File: src/rtl/elevator_pkg.sv
// Shared types and floor-vector helpers for the SCAN elevator controller.
// Floor vectors are widened to MAX_FLOORS so the helpers work for any car size.
package elevator_pkg;
  localparam int MAX_FLOORS = 16;

  typedef enum logic [2:0] {
    ST_IDLE, ST_MOVE_UP, ST_MOVE_DOWN, ST_DOOR, ST_ESTOP, ST_FAULT
  } elev_state_t;

  typedef logic [MAX_FLOORS-1:0] floor_vec_t;

  function automatic logic onehot_ok(input floor_vec_t v);
    return (v != '0) && ((v & (v - floor_vec_t'(1))) == '0);
  endfunction

  function automatic logic [3:0] onehot_idx(input floor_vec_t v);
    logic [3:0] idx;
    idx = '0;
    for (int i = 0; i < MAX_FLOORS; i++)
      if (v[i]) idx = 4'(i);
    return idx;
  endfunction

  function automatic logic req_above(input floor_vec_t p, input logic [3:0] f, input int floors);
    logic r;
    r = 1'b0;
    for (int i = 0; i < MAX_FLOORS; i++)
      if (p[i] && i > int'(f) && i < floors) r = 1'b1;
    return r;
  endfunction

  function automatic logic req_below(input floor_vec_t p, input logic [3:0] f, input int floors);
    logic r;
    r = 1'b0;
    for (int i = 0; i < MAX_FLOORS; i++)
      if (p[i] && i < int'(f) && i < floors) r = 1'b1;
    return r;
  endfunction
endpackage

File: src/rtl/elevator_scan_ctrl_door_timer.sv
// Loadable down-counter; load/hold both restart the count, expired marks the last cycle.
module door_timer #(
  parameter int unsigned MAX = 8
) (
  input  logic clock,
  input  logic reset,
  input  logic load,
  input  logic hold,
  output logic expired
);
  localparam int W = $clog2(MAX + 1);

  logic [W-1:0] cnt;

  always_ff @(posedge clock or negedge reset)
    if (!reset)             cnt <= '0;
    else if (load || hold)  cnt <= W'(MAX);
    else if (cnt != '0)     cnt <= cnt - W'(1);

  // load is deliberately not part of expired: it would close a loop through the FSM.
  assign expired = !hold && (cnt <= W'(1));
endmodule

File: src/rtl/elevator_scan_ctrl.sv
// N-floor SCAN elevator controller: latched calls, timed door, stall fault, emergency stop.
module elevator_scan_ctrl import elevator_pkg::*; #(
  parameter  int FLOORS       = 4,
  parameter  int DOOR_CYCLES  = 100_000_000,
  parameter  int MOVE_TIMEOUT = 500_000_000,
  localparam int FW           = $clog2(FLOORS)
) (
  input  logic              clock,
  input  logic              reset,
  input  logic [FLOORS-1:0] call_req,
  input  logic [FLOORS-1:0] floor_sensor,
  input  logic              door_hold,
  input  logic              estop,
  output logic              motor_up,
  output logic              motor_down,
  output logic              door_open,
  output logic [FW-1:0]     cur_floor,
  output logic              dir_up,
  output logic [FLOORS-1:0] pending,
  output logic              fault
);
  localparam logic [3:0] TOP_IDX = 4'(FLOORS - 1);

  elev_state_t       state, next_state;
  floor_vec_t        sens_w, pend_w, pend_eff_w, call_w;
  logic              sens_ok, sens_multi, new_hit, at_floor, moving, call_here;
  logic              door_exp, stall_exp, up_req, down_req;
  logic [3:0]        sens_idx, cur_idx;
  logic [FW-1:0]     pos_next;
  logic              motor_up_d, motor_down_d, door_open_d, fault_d, dir_up_d;
  logic [FLOORS-1:0] pending_d;

  assign sens_w     = floor_vec_t'(floor_sensor);
  assign pend_w     = floor_vec_t'(pending);
  assign pend_eff_w = floor_vec_t'(pending | call_req);
  assign call_w     = floor_vec_t'(call_req);
  assign sens_ok    = onehot_ok(sens_w);
  assign sens_multi = (sens_w != '0) && !sens_ok;
  assign sens_idx   = onehot_idx(sens_w);
  assign cur_idx    = 4'(cur_floor);
  assign pos_next   = sens_ok ? FW'(sens_idx) : cur_floor;
  assign at_floor   = sens_ok && (sens_idx == cur_idx);
  assign new_hit    = sens_ok && (sens_idx != cur_idx);
  assign moving     = (state == ST_MOVE_UP) || (state == ST_MOVE_DOWN);
  assign call_here  = call_w[cur_idx];
  assign up_req     = req_above(pend_w, cur_idx, FLOORS);
  assign down_req   = req_below(pend_w, cur_idx, FLOORS);

  door_timer #(.MAX(DOOR_CYCLES)) u_door (
    .clock   (clock),
    .reset   (reset),
    .load    ((next_state == ST_DOOR) && (state != ST_DOOR)),
    .hold    ((state == ST_DOOR) && (door_hold || call_here)),
    .expired (door_exp)
  );

  // Stall watchdog is kept full whenever the car is not moving or reaches a new floor.
  door_timer #(.MAX(MOVE_TIMEOUT)) u_stall (
    .clock   (clock),
    .reset   (reset),
    .load    (1'b0),
    .hold    (!moving || new_hit),
    .expired (stall_exp)
  );

  always_ff @(posedge clock or negedge reset)
    if (!reset) begin
      state      <= ST_IDLE;
      cur_floor  <= '0;
      dir_up     <= 1'b1;
      pending    <= '0;
      motor_up   <= 1'b0;
      motor_down <= 1'b0;
      door_open  <= 1'b0;
      fault      <= 1'b0;
    end else begin
      state      <= next_state;
      cur_floor  <= pos_next;
      dir_up     <= dir_up_d;
      pending    <= pending_d;
      motor_up   <= motor_up_d;
      motor_down <= motor_down_d;
      door_open  <= door_open_d;
      fault      <= fault_d;
    end

  always_comb begin
    next_state = state;
    if (state == ST_FAULT)  next_state = ST_FAULT;
    else if (estop)         next_state = ST_ESTOP;
    else if (sens_multi)    next_state = ST_FAULT;
    else begin
      case (state)
        ST_IDLE:
          if (pend_w[cur_idx] && at_floor)      next_state = ST_DOOR;
          else if (up_req && (dir_up || !down_req)) next_state = ST_MOVE_UP;
          else if (down_req)                    next_state = ST_MOVE_DOWN;
        ST_MOVE_UP, ST_MOVE_DOWN:
          if (stall_exp)                        next_state = ST_FAULT;
          else if (sens_ok && pend_eff_w[sens_idx]) next_state = ST_DOOR;
          else if (sens_ok && state == ST_MOVE_UP && sens_idx == TOP_IDX) next_state = ST_IDLE;
          else if (sens_ok && state == ST_MOVE_DOWN && sens_idx == 4'd0)  next_state = ST_IDLE;
        ST_DOOR:
          if (door_exp) next_state = ST_IDLE;
        ST_ESTOP:
          next_state = ST_IDLE;
        default:
          next_state = state;
      endcase
    end
  end

  always_comb begin
    motor_up_d   = (next_state == ST_MOVE_UP);
    motor_down_d = (next_state == ST_MOVE_DOWN);
    door_open_d  = (next_state == ST_DOOR) || ((next_state == ST_ESTOP) && door_open);
    fault_d      = (next_state == ST_FAULT);
    dir_up_d     = dir_up;
    if (next_state == ST_MOVE_UP)   dir_up_d = 1'b1;
    if (next_state == ST_MOVE_DOWN) dir_up_d = 1'b0;
    // A call for the floor the door is open at is served, never latched.
    pending_d = pending | call_req;
    if (next_state == ST_DOOR) pending_d[pos_next] = 1'b0;
  end
endmodule

File: config.mk
export PLATFORM = sky130hd
export DESIGN_NAME = elevator_scan_ctrl
export DESIGN_NICKNAME = d
export VERILOG_FILES = /design/src/rtl/elevator_pkg.sv /design/src/rtl/elevator_scan_ctrl_door_timer.sv /design/src/rtl/elevator_scan_ctrl.sv
export SDC_FILE = /design/constraint.sdc
export NUM_CORES = 1
export LEC_CHECK = 0
export CAP_MARGIN = 10
export CORE_AREA = 2 2 71 107
export DETAILED_ROUTE_END_ITERATION = 6
export DIE_AREA = 0 0 73 109
export PLACE_DENSITY = 0.84
export SLEW_MARGIN = 20
export SYNTH_ARGS = -nofsm -noshare
export SYNTH_HDL_FRONTEND = slang
export SYNTH_SLANG_ARGS = --single-unit
export TNS_END_PERCENT = 30
File: constraint.sdc
create_clock -name clock -period 6.07 [get_ports clock]
set_input_delay 1.214 -clock clock [delete_from_list [all_inputs] [get_ports clock]]
set_output_delay 1.214 -clock clock [all_outputs]
set_load 0.03 [all_outputs]
# Yosys cells after proc, flatten, opt, wreduce, memory -nomap -nowiden
# Cells that the tools add are included.
# word_totals
in_bits,12
output_inout_bits,11
wordCells,128
regBits,70
# classes
n_lt_le_gt_ge,13
n_bitwise,5
eq_ne,14
n_reduce_logical,45
mux,38
addsub,3
# ops
op,n
29-bit 2-to-1 mux,2
27-bit 2-to-1 mux,2
3-bit 2-to-1 mux,11
29-bit by 1-bit less-or-equal comparator with 1-bit output (second input constant),1
29-bit nonzero test,1
29-bit by 1-bit subtractor with 29-bit output (second input constant),1
27-bit by 1-bit less-or-equal comparator with 1-bit output (second input constant),1
27-bit nonzero test,1
27-bit by 1-bit subtractor with 27-bit output (second input constant),1
1-bit logical AND,24
4-bit by 16-bit AND with 16-bit output,1
16-bit logical NOT,1
16-bit nonzero test,1
1-bit 2-to-1 mux,14
3-bit by 2-bit == test with 1-bit output (second input constant),4
3-bit == test (second input constant),4
4-bit 2-to-1 mux,3
3-bit one-hot mux with 4 select lines,1
4-bit OR,2
3-bit by 1-bit == test with 1-bit output (second input constant),2
1-bit logical OR,6
2-bit nonzero test,3
1-bit logical NOT,5
2-bit by 5-bit < comparator with 1-bit output (second input constant),1
other kinds (21),25

# Depth between registers and ports, before layout
# logic_depth
depth_word,19
ltp_mapped,10
depth_no_buf,9

# By module
# A second synthesis with hierarchy kept.
# hier_totals
hier_cells,487
hier_area_um2,4396.7
# by_module_without_submodules
mod,area_per_inst_um2,cells_each,seq_area_each_um2,instances
door_timer (u_stall),1712.9,189,725.7,1
door_timer (u_door),1505.2,168,675.6,1
elevator_scan_ctrl,1178.6,130,351.6,1

# Least setup slack after synthesis
# No wires, ideal clock.
# synth_path
path_type,in2reg
startpoint,in floor_sensor[2]
endpoint,reg door_open
stages,10
slack_ns,2.097
setup_ns,0.120
t_arrival_ns,3.853
required_time_ns,5.950
n_path_buf,3
cell_sequence,buf_6 -> or2_4 -> or3_4 -> a311o_1 -> buf_6 -> or4_4 -> a221o_1 -> o2111a_2 -> buf_6 -> a41o_1
# synth_via
elab_chain_cells,17
elab_cells_between_ends,39
classes_between,1 x add/sub; 5 x eq/ne; 13 x mux; 1 x bitwise; 19 x reduce/logical
# synth_rtl
item,line,rtl
start: declaration,elevator_scan_ctrl.sv:11,"input logic [FLOORS-1:0] floor_sensor,"
4-bit by 1-bit subtractor with 5-bit output,elevator_pkg.sv:13,return (v != '0) && ((v & (v - floor_vec_t'(1))) == '0);
4-bit by 16-bit AND with 16-bit output,elevator_pkg.sv:13,
16-bit logical NOT,elevator_pkg.sv:13,
1-bit logical AND,elevator_pkg.sv:13,
1-bit logical AND (2 in a row),elevator_scan_ctrl.sv:102,else if (sens_ok && state == ST_MOVE_DOWN && sens_idx == 4'd0) next_state = ST_IDLE;
3-bit 2-to-1 mux,elevator_scan_ctrl.sv:102,
3-bit 2-to-1 mux,elevator_scan_ctrl.sv:101,else if (sens_ok && state == ST_MOVE_UP && sens_idx == TOP_IDX) next_state = ST_IDLE;
3-bit 2-to-1 mux,elevator_scan_ctrl.sv:100,else if (sens_ok && pend_eff_w[sens_idx]) next_state = ST_DOOR;
[... 2 more ...],n/a,
3-bit 2-to-1 mux *,elevator_scan_ctrl.sv:91,else if (sens_multi) next_state = ST_FAULT;
3-bit 2-to-1 mux *,elevator_scan_ctrl.sv:90,else if (estop) next_state = ST_ESTOP;
3-bit 2-to-1 mux *,elevator_scan_ctrl.sv:89,if (state == ST_FAULT) next_state = ST_FAULT;
net next_state[1],elevator_scan_ctrl.sv:24,"elev_state_t state, next_state;"
3-bit == test,elevator_scan_ctrl.sv:116,door_open_d = (next_state == ST_DOOR) || ((next_state == ST_ESTOP) && door_open);
1-bit logical AND,elevator_scan_ctrl.sv:116,
1-bit logical OR *,elevator_scan_ctrl.sv:116,
net door_open_d,elevator_scan_ctrl.sv:30,"logic motor_up_d, motor_down_d, door_open_d, fault_d, dir_up_d;"
end signal: assignment,elevator_scan_ctrl.sv:83,door_open <= door_open_d;
end: declaration,elevator_scan_ctrl.sv:16,"output logic door_open,"
# The timed path passes the listed nets; every way through them passes the cells marked *. The select of a mux whose other input is x is not followed.
# A chain may end at the register's enable or synchronous reset.

# Worst setup path in the final report
# layout_path
startpoint,in floor_sensor[1]
endpoint,reg u_door.cnt[20]
# layout_via
elab_chain_cells,18
elab_cells_between_ends,41
classes_between,1 x add/sub; 4 x eq/ne; 15 x mux; 1 x bitwise; 20 x reduce/logical
# layout_rtl
item,line,rtl
4-bit by 1-bit subtractor with 5-bit output,elevator_pkg.sv:13,
4-bit by 16-bit AND with 16-bit output,elevator_pkg.sv:13,
16-bit logical NOT,elevator_pkg.sv:13,
1-bit logical AND,elevator_pkg.sv:13,
1-bit logical AND (2 in a row),elevator_scan_ctrl.sv:102,
3-bit 2-to-1 mux,elevator_scan_ctrl.sv:102,
3-bit 2-to-1 mux,elevator_scan_ctrl.sv:101,
3-bit 2-to-1 mux,elevator_scan_ctrl.sv:100,
3-bit 2-to-1 mux,elevator_scan_ctrl.sv:99,if (stall_exp) next_state = ST_FAULT;
3-bit one-hot mux with 4 select lines,elevator_scan_ctrl.sv:93,case (state)
3-bit 2-to-1 mux *,elevator_scan_ctrl.sv:91,
3-bit 2-to-1 mux *,elevator_scan_ctrl.sv:90,
3-bit 2-to-1 mux *,elevator_scan_ctrl.sv:89,
3-bit by 2-bit == test with 1-bit output *,elevator_scan_ctrl.sv:52,".load ((next_state == ST_DOOR) && (state != ST_DOOR)),"
1-bit logical AND *,elevator_scan_ctrl.sv:52,
1-bit logical OR *,elevator_scan_ctrl_door_timer.sv:17,else if (load || hold) cnt <= W'(MAX);
27-bit 2-to-1 mux / 2-bit nonzero test (equally long branches),n/a,
end signal: assignment,elevator_scan_ctrl_door_timer.sv:17,
end signal: assignment,elevator_scan_ctrl_door_timer.sv:18,else if (cnt != '0) cnt <= cnt - W'(1);
end: declaration,elevator_scan_ctrl_door_timer.sv:13,logic [W-1:0] cnt;
# Every way passes the cells marked *; elsewhere a longest branch is shown, timed or not. The select of a mux whose other input is x is not followed.

==> run metrics <==
largest net degree at the start of global routing 71; Finished Cell Area 4504 um2; Max-slew headroom 41.69%; wire length per cell 17.47 um; Netlist cell types 60; GRT Resource Usage Total 25.66%; area of the mapped netlist 4059 um2; #FFs+latches synth 70; total global routing overflow 0; Setup WS pre-CTS 0.9454 ns; P per Cell Area 286.4 nW/um2; DRC errors left 0; CP Data Required Time 6.26 ns; H-tree levels 3; clk_lat worst skew 0.36 ns; first-pass GRT wire length 15,810 um; Placed Area 4279 um2; Final Hold Viols 0; Num CTS Buffers 9; CTS resizes 0; critical path data arrival time 4.90 ns; Pre-antenna DRT Iters 4; core area 7084 um2; sequential cell area fraction in the yosys report 43.19%; Synth Warn # 0; Final Max Slew Viols 0; Net count, final 464; clock skew after layout 0.01432 ns; final wirelength 9314 um; worst path cell trace clkdlybuf4s50_1 -> nor4b_1 -> a211o_1 -> a311o_1 -> or4_4 -> or4bb_1 -> o2111ai_1 -> o211ai_1; IO Port Bufs 22; Yosys top cell area share 42.54%; Iter 0 DRT Violations 205; row count 38; syn nets 450; largest family of logic cells by synthesized area simple AND/OR/NAND/NOR gates; CP Class in -> reg; Pleak 1.639 nW; Post-CTS Setup Inserts 0; initial antenna violation count 0; async set-reset flop share out of synthesis 100.0%; Fmax 0.2123 GHz; Hold WS 0.4847 ns; worst slew pin tran 0.8737 ns; VDD IR-drop max 0.2378 mV; Post-synth EDFFs 0; die width 73 um; io pins 23; Synth Area in Compound Gates 16.12%; multiplexer area fraction after synthesis 1.356%; Mapped Cells 434; hold buffer count at cts 0; share of cells above drive strength 1 6.623%; RSZ-0062 raised after global routing false; GP Congestion 0.8794; Crit-path slowest cell o2111ai_1; most common cell in the netlist dfrtp_1; vias in the first global route 3,537; Tmin final 4.710 ns; kind of start point of the critical path input port; synth cell count leaders dfrtp_1, nor2_1, nand2_1; Synth Area in Adders 1.480%; TritonCTS Sinks 70; Die Area 7957 um2; post-synthesis simple-gate area fraction 24.45%; Final ANT Viol Nets 0; fin worst setup slack 1.360 ns; CP peak stage delay 0.74 ns; Setup TNS Final 0 ns; vias per std cell 6.433; XOR/XNOR Fraction of Synth Area 9.494%; hold crit path type reg -> reg; Tcrit/Tclk final 77.60%; Vias 3,429; Synth Area per Inst 9.352 um2; TritonCTS clock tree yes; deepest clock path buffer count 2; die height 109 um; Antenna diodes 0; Final setup viols 0; Synth Flop Type dfrtp_1; hpwl dp 6497 um; top post-synthesis cells by area dfrtp_1, xnor2_1, xor2_1, nor2_1, a211oi_1; post-placement cell count 517; Initial Util 57.29%; Crit. End Element register; clock root buffer clkbuf_8; Syn-to-layout area delta 10.97%; Post-Layout Cell Count 533; Worst-path clk slew 0.08 ns; CP max FO 18; max_cap viols 0; area leader, netlist dfrtp_1; outcome finished, final reports clean
==> logic make-up (layout without fill, tap and decap cells) <==
kind of cell | after synthesis | after routing
adders and majority gates | 5 | 5
buffers and inverters | 34 | 53
xor gates and xnor gates | 44 | 44
AOI/OAI and AO/OA | 96 | 96
and+or+nand+nor | 182 | 182
DFF | 70 | 70
muxes | 3 | 3
==> registers in the layout (all words and copies together), names as in the netlist <==
name,cells
pending,4
u_stall.cnt,29
motor_up,1
motor_down,1
u_door.cnt,27
fault,1
cur_floor,2
state,3
dir_up,1
door_open,1
==> through the flow <==
step           total power, mW  util [%]
2_1_floorplan           0.7908         -
3_3_place_gp            0.8577     60.40
3_5_place_dp            0.8707     60.40
4_1_cts                  1.296     63.55
5_1_grt                  1.361     63.58
6_report                 1.290     63.58
==> per-layer routing <==
layer	vias to the layer above	routed length, um	track usage [%]
li1	1627	-	-
met1	1679	3645	28.41
met4	0	348	14.95
met3	32	400	6.100
met2	91	4920	43.95
met5	-	0	0
==> power breakdown <==
group / internal [mW] / switching, mW / total [mW]
logic: 0.117 / 0.147 / 0.264
registers: 0.522 / 0.0820 / 0.604
clock network: 0.241 / 0.181 / 0.422
==> layout make-up <==
| type | instances | area (um2) |
|---|---|---|
| timing repair buffer | 24 | 230.2 |
| fill | 568 | 2580 |
| multi-input combinational | 330 | 2150 |
| sequential | 70 | 1753 |
| tap | 80 | 100.1 |
| inverter | 13 | 48.80 |
| clock buffer | 10 | 137.6 |
| clock inverter | 6 | 85.08 |
==> final timing paths <==
check                                startpoint               to  slack, ns  cells after the start
worst max register to register     cur_floor[1]   u_door.cnt[20]       2.51                      7
worst min-delay path            u_stall.cnt[28]  u_stall.cnt[28]       0.48                      1
max in group asynchronous                 reset       pending[1]       4.47                      2
min in group asynchronous                 reset    u_door.cnt[2]       1.04                      2
worst min register to register  u_stall.cnt[28]  u_stall.cnt[28]       0.48                      1
worst max-delay path            floor_sensor[1]   u_door.cnt[20]       1.36                      8
==> worst max-delay path, delay by kind of cell <==
family | cells | cell delay [ns]
buffers and inverters | 1 | 0.60
AND/OR/NAND/NOR | 3 | 1.29
AO/OA/AOI/OAI | 4 | 1.80
==> layout by cell type, fill, tap and decap left out, drive strengths merged, types with 3 or more instances in the layout <==
| cell type | synthesis | layout |
|---|---|---|
| a211oi | 18 | 18 |
| a21oi | 12 | 12 |
| a31oi | 5 | 5 |
| and2 | 3 | 3 |
| and3 | 6 | 6 |
| buf | 6 | 3 |
| clkbuf | 15 | 10 |
| clkdlybuf4s50 | 0 | 21 |
| dfrtp | 69 | 69 |
| ha | 4 | 4 |
| inv | 13 | 13 |
| nand2 | 30 | 30 |
| nand2b | 4 | 4 |
| nand3 | 7 | 7 |
| nand4 | 7 | 7 |
| nor2 | 40 | 40 |
| nor2b | 6 | 6 |
| nor3 | 25 | 25 |
| nor3b | 5 | 5 |
| nor4 | 16 | 16 |
| nor4b | 5 | 5 |
| o211ai | 13 | 13 |
| o21a | 3 | 3 |
| o21ai | 24 | 24 |
| or3 | 11 | 11 |
| or4 | 5 | 5 |
| xnor2 | 25 | 25 |
| xor2 | 19 | 19 |
(Power assumes the default switching activity.)
